[src/rtl/uart_pkg.sv]
// uart_pkg: definitions shared by the UART receiver and transmitter.
//   CLK_DIVIDER_DEFAULT : system clocks per bit (50 MHz / 200 = 250 kbaud)
//   rx_state_t          : receiver FSM state encoding (5 states, 3 bits)
package uart_pkg;

  localparam int unsigned CLK_DIVIDER_DEFAULT = 200;

  typedef enum logic [2:0] {
    IDLE  = 3'd0,
    START = 3'd1,
    DATA  = 3'd2,
    STOP  = 3'd3,
    BREAK = 3'd4
  } rx_state_t;

endpackage

[src/rtl/uart_rx_fifo.sv]
// uart_rx_fifo: synchronous byte FIFO between the receiver FSM and the consumer.
//   clk, rst_n  : clock, asynchronous active-low reset (empties the FIFO)
//   push, wdata : write request and byte
//   pop         : read request (ignored while empty)
//   rdata       : head-of-FIFO byte, 0 while empty
//   full, empty : occupancy flags
// A push while full is taken only when a pop happens on the same edge.
module uart_rx_fifo #(
  parameter int FIFO_DEPTH = 4
) (
  input  logic       clk,
  input  logic       rst_n,
  input  logic       push,
  input  logic [7:0] wdata,
  input  logic       pop,
  output logic [7:0] rdata,
  output logic       full,
  output logic       empty
);

  localparam int PTR_W = $clog2(FIFO_DEPTH);
  localparam logic [PTR_W:0] DEPTH_C = (PTR_W + 1)'(FIFO_DEPTH);

  logic [7:0]       mem [FIFO_DEPTH];
  logic [PTR_W-1:0] wr_ptr;
  logic [PTR_W-1:0] rd_ptr;
  logic [PTR_W:0]   count;
  logic             do_push;
  logic             do_pop;

  assign empty   = (count == '0);
  assign full    = (count == DEPTH_C);
  assign do_pop  = pop && !empty;
  assign do_push = push && (!full || do_pop);
  // Gating with empty keeps the output at 0 after reset without clearing the array.
  assign rdata   = empty ? 8'h00 : mem[rd_ptr];

  always_ff @(posedge clk or negedge rst_n) begin
    if (!rst_n) begin
      wr_ptr <= '0;
      rd_ptr <= '0;
      count  <= '0;
    end else begin
      if (do_push) wr_ptr <= wr_ptr + 1'b1;
      if (do_pop)  rd_ptr <= rd_ptr + 1'b1;
      case ({do_push, do_pop})
        2'b10:   count <= count + 1'b1;
        2'b01:   count <= count - 1'b1;
        default: count <= count;
      endcase
    end
  end

  always_ff @(posedge clk) begin
    if (do_push) mem[wr_ptr] <= wdata;
  end

endmodule

[src/rtl/uart_receiver.sv]
// uart_receiver: 8N1 asynchronous serial receiver with a small receive FIFO.
//   i_clk, i_rst_n : system clock, asynchronous active-low reset
//   i_uart_rx      : serial line, idle high, asynchronous to i_clk
//   o_data/o_valid : head-of-FIFO byte / FIFO non-empty
//   i_ready        : consumer takes o_data when o_valid && i_ready
//   o_frame_err    : one-cycle pulse, stop bit sampled low
//   o_overrun      : one-cycle pulse, completed byte dropped (FIFO full)
//   o_busy         : FSM is not IDLE
module uart_receiver
  import uart_pkg::*;
#(
  parameter int clk_divider = CLK_DIVIDER_DEFAULT,
  parameter int FIFO_DEPTH  = 4
) (
  input  logic       i_clk,
  input  logic       i_rst_n,
  input  logic       i_uart_rx,
  output logic [7:0] o_data,
  output logic       o_valid,
  input  logic       i_ready,
  output logic       o_frame_err,
  output logic       o_overrun,
  output logic       o_busy
);

  localparam int CNT_W = $clog2(clk_divider);
  localparam logic [CNT_W-1:0] HALF_RELOAD = CNT_W'(clk_divider / 2 - 1);
  localparam logic [CNT_W-1:0] FULL_RELOAD = CNT_W'(clk_divider - 1);

  rx_state_t        state;
  logic             rx_m;
  logic             rx_s;
  logic [CNT_W-1:0] cnt;
  logic [2:0]       bit_idx;
  logic [7:0]       shreg;
  logic             push;
  logic             fifo_full;
  logic             fifo_empty;

  // Stage boundary: two-flop synchronizer, reset to the idle level.
  always_ff @(posedge i_clk or negedge i_rst_n) begin
    if (!i_rst_n) begin
      rx_m <= 1'b1;
      rx_s <= 1'b1;
    end else begin
      rx_m <= i_uart_rx;
      rx_s <= rx_m;
    end
  end

  // A good stop bit writes the byte on the same edge it is sampled.
  assign push    = (state == STOP) && (cnt == '0) && rx_s;
  assign o_valid = !fifo_empty;
  assign o_busy  = (state != IDLE);

  // Stage boundary: bit-timing counter and frame FSM.
  always_ff @(posedge i_clk or negedge i_rst_n) begin
    if (!i_rst_n) begin
      state       <= IDLE;
      cnt         <= '0;
      bit_idx     <= '0;
      o_frame_err <= 1'b0;
      o_overrun   <= 1'b0;
    end else begin
      o_frame_err <= 1'b0;
      // Full FIFO only accepts the byte when the consumer pops on the same edge.
      o_overrun   <= push && fifo_full && !i_ready;
      unique case (state)
        IDLE: begin
          if (!rx_s) begin
            cnt   <= HALF_RELOAD;
            state <= START;
          end
        end
        START: begin
          if (cnt == '0) begin
            if (rx_s) begin
              state <= IDLE;
            end else begin
              cnt     <= FULL_RELOAD;
              bit_idx <= '0;
              state   <= DATA;
            end
          end else begin
            cnt <= cnt - 1'b1;
          end
        end
        DATA: begin
          if (cnt == '0) begin
            cnt <= FULL_RELOAD;
            if (bit_idx == 3'd7) state <= STOP;
            else                 bit_idx <= bit_idx + 1'b1;
          end else begin
            cnt <= cnt - 1'b1;
          end
        end
        STOP: begin
          if (cnt == '0) begin
            // Returning to IDLE at mid stop bit leaves half a bit to catch the next start.
            if (rx_s) begin
              state <= IDLE;
            end else begin
              o_frame_err <= 1'b1;
              state       <= BREAK;
            end
          end else begin
            cnt <= cnt - 1'b1;
          end
        end
        BREAK: begin
          if (rx_s) state <= IDLE;
        end
        default: state <= IDLE;
      endcase
    end
  end

  // Data shift register; LSB arrives first.
  always_ff @(posedge i_clk) begin
    if (state == DATA && cnt == '0) shreg[bit_idx] <= rx_s;
  end

  uart_rx_fifo #(
    .FIFO_DEPTH(FIFO_DEPTH)
  ) u_fifo (
    .clk   (i_clk),
    .rst_n (i_rst_n),
    .push  (push),
    .wdata (shreg),
    .pop   (i_ready),
    .rdata (o_data),
    .full  (fifo_full),
    .empty (fifo_empty)
  );

endmodule

[config.mk]
export PLATFORM = sky130hd
export DESIGN_NAME = uart_receiver
export DESIGN_NICKNAME = d
export VERILOG_FILES = /design/src/rtl/uart_pkg.sv /design/src/rtl/uart_rx_fifo.sv /design/src/rtl/uart_receiver.sv
export SDC_FILE = /design/constraint.sdc
export NUM_CORES = 1
export LEC_CHECK = 0
export CAP_MARGIN = 10
export CORE_ASPECT_RATIO = 1.25
export CORE_MARGIN = 2
export CORE_UTILIZATION = 62
export CTS_CLUSTER_DIAMETER = 50
export DETAILED_ROUTE_END_ITERATION = 8
export PLACE_DENSITY_LB_ADDON = 0.08
export SETUP_SLACK_MARGIN = 0.3
export SLEW_MARGIN = 5
export SYNTH_ARGS = -nofsm -noshare
export SYNTH_HDL_FRONTEND = slang
export SYNTH_SLANG_ARGS = --single-unit
[constraint.sdc]
create_clock -name i_clk -period 6 [get_ports i_clk]
set_clock_uncertainty 0.1 [all_clocks]
set_input_delay 0.9 -clock i_clk [delete_from_list [all_inputs] [get_ports i_clk]]
set_output_delay 0.9 -clock i_clk [all_outputs]
set_load 0.01 [all_outputs]
* After elaboration in Yosys (flattened, before gate mapping) *
Memories as Yosys holds them, arrays and structs flattened.
Cells that the tools add are included.

storage, ports and cells
  bits in writable memories = 32
  input bits = 4
  output and inout bits = 12
  register bits = 33
  memories kept = 1

cells by class
  mux-type cells = 30
  reduce and logical (&&, ||, !) cells = 22
  magnitude comparators = 2
  add/subtract/negate cells = 6
  equal/unequal tests = 18

memories
  memory      depth  bits a word  rd ports  clocked after Yosys merged registers in  write ports  RTL line            text
  u_fifo.mem  4      8            1         0                                        1            uart_rx_fifo.sv:24  logic [7:0] mem [FIFO_DEPTH];

operators with widths
  operator               number
  $mux W8                6
  $mux W3                11
  $pmux W8 S4            1
  $ne A2 B2 Y1 const B   8
  $pmux W3 S5            1
  $pmux W3 S2            2
  $eq A3 B3 Y1 const B   3
  $bwmux W8              1
  $logic_and A1 B1 Y1    8
  $logic_not A8 Y1       1
  $sub A8 B1 Y8 const B  1
  $add A3 B1 Y3 const B  2
  $eq A3 B2 Y1 const B   2
  $logic_not A3 Y1       2
  $mux W1                6
  $reduce_and A6 Y1      1
  $reduce_and A5 Y1      1
  $add A2 B1 Y2 const B  2
  $lt A3 B4 Y1 const B   1
  $reduce_and A4 Y1      1
  $reduce_bool A2 Y1     2
  $reduce_bool A4 Y1     1
  $demux W1 S3           1
  $eq A3 B1 Y1 const B   1
  10 further kinds       12

* Depth between registers and ports, before layout *
  depth in word-level cells = 7
  mapped depth = 9

* Modules after synthesis *
From an unflattened synthesis, not the netlist that was laid out.

unflattened totals
  cells, all modules = 223
  area, all modules = 3045.4 um2

modules (own cells, without submodules)
  module         cells each  area an instance (um2)  instances
  uart_rx_fifo   90          1645.3                  1
  uart_receiver  133         1400.1                  1

* Worst setup path after synthesis *
OpenSTA, ideal clock, no wires.

  path kind = input port to flip-flop
  start point = in i_ready
  end point = reg u_fifo.count[1]
  setup slack = 3.298 ns
  required time = 5.806 ns
  data arrival time = 2.509 ns
  stages on the path = 8
  cell sequence = clkbuf_1 > o31ai_1 > a31oi_1 > inv_1 > fa_1 > a41oi_1 > o21ai_0 > a221oi_2

between the ends
  word-level cells in the longest chain between the ends = 5
  elaborated cells between the ends (all ways) = 7
  those cells by class = eq/ne (2); mux (1); reduce/logical (4)

RTL lines
  item                                               RTL line             text
  start: declaration                                 uart_receiver.sv:20  input logic i_ready,
  $logic_and A1 B1 Y1 *                              uart_rx_fifo.sv:33   assign do_pop = pop && !empty;
  $logic_or A1 B1 Y1                                 uart_rx_fifo.sv:34   assign do_push = push && (!full || do_pop);
  $logic_and A1 B1 Y1                                uart_rx_fifo.sv:34
  $eq A2 B1 Y1 or $eq A2 B2 Y1 (tied branches)       uart_rx_fifo.sv:46   case ({do_push, do_pop})
  $pmux W3 S2 or $reduce_bool A2 Y1 (tied branches)  --
  end signal: assignment                             uart_rx_fifo.sv:47   2'b10: count <= count + 1'b1;
  end signal: assignment                             uart_rx_fifo.sv:48   2'b01: count <= count - 1'b1;
  end signal: assignment                             uart_rx_fifo.sv:49   default: count <= count;
  end: declaration                                   uart_rx_fifo.sv:27   logic [PTR_W:0] count;

Mark *: on every way between the ends. The rest lies on a longest branch, timed or not.
A chain may end at the register's enable or synchronous reset.

* Worst setup path in the final report *
  start point = reg u_fifo.rd_ptr[0]
  end point = out o_data[0]

between the ends
  word-level cells in the longest chain between the ends = 2

RTL lines
  item                      RTL line             text
  start: declaration        uart_rx_fifo.sv:26   logic [PTR_W-1:0] rd_ptr;
  start signal: assignment  uart_rx_fifo.sv:45   if (do_pop) rd_ptr <= rd_ptr + 1'b1;
  $mem_v2 Z4 W8             --
  $mux W8                   uart_rx_fifo.sv:36   assign rdata = empty ? 8'h00 : mem[rd_ptr];
  end: declaration          uart_receiver.sv:18  output logic [7:0] o_data,

No other way between the ends.

==> run summary <==
Status
- result of the run: completed

Place
- placed wire-length estimate: 3970 um
- number of instances in the placed design: 293
- Cell Area, Placed: 3220 um^2
- weighted congestion at the end of routability-driven global placement: 0.886
- Buffers on Ports: 15
- post-placement worst setup slack: 2.72 ns

Die
- y dimension of the die: 82.3 um
- Die Wd: 66.6 um
- top-level port count: 16
- Die Outline Area: 5490 um^2
- Cell Rows: 28
- effective utilization at floorplan: 64.3%
- Core Footprint: 4730 um^2

Setup path
- Slowest-stage cell, CP: sky130_fd_sc_hd__dfrtp_1
- required time at the endpoint of the critical path: 5.00 ns
- crit path cell chain: mux4_2, and2_1, clkdlybuf4s50_1
- CP delay by family, top: flip-flops
- data arrival time of the critical path: 2.29 ns
- type of element capturing the critical path: output pin
- count of buffering cells on the critical path with inverters included: 1
- Worst setup SP type: flop
- CP Max Fanout: 10
- biggest cell delay along the critical path: 0.72 ns
- Crit Path Class: reg2out

CTS
- number of buffers created by CTS: 9
- clock sink total: 65
- Hold-fix buffers, CTS: 0
- Post-CTS Repair Setup Buffers: 0
- number of gates resized after cts: 0
- clock tree from TritonCTS: done
- largest buffer count on any clock path: 2
- Worst-Skew Late Latency: 0.32 ns
- clock-pin slew reported for the worst setup and hold paths after clock tree synthesis: 0.06 ns
- level count of the clock H-tree: 3
- clock tree root buffer cell: sky130_fd_sc_hd__clkbuf_8

Drt
- ANT nets after route: 0
- Iteration-0 DRC Markers: 127
- average wire length per cell after detail routing: 18.3 um
- drc violations: 0
- post-detailed-route via-to-cell ratio: 6.23
- final wirelength: 5650 um
- detailed-routing iteration count for the pre-antenna-repair pass: 5
- total via count after detailed routing: 1,925

Final layout
- final core occ: 72.8%
- area taken by flip-flops and latches: 1830 um^2
- area added between synthesis and finish: 13.2%
- Multi-input gate area: 1120 um^2
- filler instances: 326
- count of non-filler cells in the finished layout: 309
- fraction of final layout cells with drive strength greater than 1: 14.1%
- number of diodes: 0
- post-layout net count: 257
- area of all placed cells without fillers: 3440 um^2

Logic synthesis
- part of the Yosys area used for sequential elements: 60.1%
- post-synthesis cell type count: 55
- number of flip-flops and latches in the synthesized netlist: 65
- Post-synth EDFFs: 40
- Yosys warning count: 0
- synthesized cell area: 3040 um^2
- biggest area consumer among synthesized cells: sky130_fd_sc_hd__edfxtp_1
- post-synth net total: 241
- Synth top area share: 39.5%
- cell count after synthesis: 229
- most used flip-flop cell after synthesis: sky130_fd_sc_hd__edfxtp_1
- Mapped Avg Cell Area: 13.3 um^2
- dominant cells by area after synthesis: sky130_fd_sc_hd__edfxtp_1 39%, sky130_fd_sc_hd__dfrtp_1 19%, sky130_fd_sc_hd__mux4_2 5.9%
- fraction of registers with async set or reset after synthesis: 38.5%

STA
- crit path setup slack, layout: 2.71 ns
- worst hold margin: 0.257 ns
- Hold Fails Final Rpt: 0
- clock period minus worst slack: 3.29 ns
- final number of max-transition violations: 0
- total negative setup slack: 0 ns
- final setup violation count: 0
- unrepaired setup endpoints after global routing: no
- final critical-path share of the clock period: 54.8%
- worst-margin pin slew: 0.778 ns
- max-slew headroom at the worst pin: 47.7%
- upper clock frequency limit: 0.304 GHz

Global routing
- number of global-route vias before repair: 1,894
- total grt overflow: 0
- global-route total usage across every layer: 23.3%
- number of antenna violations at the first check in global routing: 0
- maximum number of pins on one net before global-route repair: 26
- first-pass GRT wire length: 9090 um

Power and ir drop
- leakage power total: 1.26 nW
- Cell Pwr Density: 350 nW/um^2
- maximum resistive drop on vdd: 0.210 mV
- total power of the final layout: 1.21 mW

Flow run
- count of max-cap constraint violations: 0

Hold path
- path type of the worst min-delay path: reg2reg

==> area by class of cell <==
cell class | instances | share of cell area (%)
sequential | 65 | 53.1
multi-input combinational | 142 | 32.5
timing repair buffer | 16 | 5.16
clock buffer | 11 | 3.82
tap | 60 | 2.18
clock inverter | 4 | 2.00
inverter | 11 | 1.20
==> logic make-up after synthesis <==
kind of cell | share of synthesized area (%)
XOR/XNOR | 1.73
multiplexers | 7.28
flip-flops | 60.1
AND/OR/NAND/NOR | 15.7
AO/OA/AOI/OAI | 8.60
buffers and inverters | 3.04
adder cells (fa/ha/maj) | 3.54
==> power breakdown <==
part,internal [mW],switching (mW),leakage (nW)
logic,0.176,0.108,0.493
registers,0.491,0.0518,0.666
clock network,0.230,0.149,0.101
==> flip-flops by register name, indices dropped and copies added, names as in the netlist <==
register,flops
bit_idx,3
cnt,8
o_frame_err,1
o_overrun,1
rx_m,1
rx_s,1
shreg,8
state,3
u_fifo.count,3
u_fifo.mem,32
u_fifo.rd_ptr,2
u_fifo.wr_ptr,2
==> metal layers <==
metal | track usage (%) | part of all wire [%] | vias to the layer above
li1 | - | - | 893
met1 | 26.4 | 39 | 975
met2 | 42.2 | 57 | 50
met3 | 6.23 | 3.2 | 7
met4 | 8.57 | 1.0 | 0
met5 | 0 | 0 | -
==> synthesized netlist by cell type, drive strengths merged (3+ instances only) <==
cell type,n
edfxtp,40
dfrtp,23
nor2,14
and2,13
inv,11
nor3,11
nand2,10
a21oi,8
clkbuf,8
mux4,8
ha,7
nand3,6
o21ai,5
xnor2,5
nand2b,4
nor4,4
or3,4
a22o,3
buf,3
mux2i,3
nor3b,3
==> path summary, 6_finish.rpt <==
kind	start	endpoint	slack, ns	cells after the start
setup reg to reg	cnt[0]	u_fifo.count[1]	3.26	9
setup / recovery	u_fifo.rd_ptr[0]	o_data[0]	2.71	3
min in group asynchronous	i_rst_n	cnt[3]	0.77	1
hold reg to reg	rx_m	rx_s	0.26	0
max in group asynchronous	i_rst_n	rx_s	4.52	2
hold / removal	rx_m	rx_s	0.26	0
==> cells in the final DEF, fill, tap and decap left out, types with 3 or more instances in the layout <==
master / Yosys / final
sky130_fd_sc_hd__edfxtp_1: 40 / 40
sky130_fd_sc_hd__dfrtp_1: 23 / 23
sky130_fd_sc_hd__clkdlybuf4s50_1: 0 / 15
sky130_fd_sc_hd__nor2_1: 14 / 14
sky130_fd_sc_hd__and2_1: 13 / 13
sky130_fd_sc_hd__inv_1: 11 / 11
sky130_fd_sc_hd__nand2_1: 10 / 10
sky130_fd_sc_hd__nor3_1: 9 / 9
sky130_fd_sc_hd__clkbuf_8: 0 / 9
sky130_fd_sc_hd__mux4_2: 8 / 8
sky130_fd_sc_hd__a21oi_1: 8 / 8
sky130_fd_sc_hd__ha_1: 7 / 7
sky130_fd_sc_hd__nand3_1: 6 / 6
sky130_fd_sc_hd__xnor2_1: 5 / 5
sky130_fd_sc_hd__nand2b_1: 4 / 4
sky130_fd_sc_hd__or3_1: 4 / 4
sky130_fd_sc_hd__a22o_1: 3 / 3
sky130_fd_sc_hd__nor3b_1: 3 / 3
sky130_fd_sc_hd__mux2i_1: 3 / 3
sky130_fd_sc_hd__o21ai_0: 3 / 3
==> worst register-to-register path, cell delays in order, from the launching register on <==
cell and delay (ns):
sky130_fd_sc_hd__dfrtp_1 0.42, sky130_fd_sc_hd__inv_1 0.07, sky130_fd_sc_hd__ha_1 0.22, sky130_fd_sc_hd__nor4b_2 0.51, sky130_fd_sc_hd__a31oi_1 0.23, sky130_fd_sc_hd__inv_1 0.13
sky130_fd_sc_hd__fa_1 0.45, sky130_fd_sc_hd__a41oi_1 0.18, sky130_fd_sc_hd__o21ai_0 0.13, sky130_fd_sc_hd__a221oi_2 0.22
Note: power is estimated with default switching activity, not from simulation.
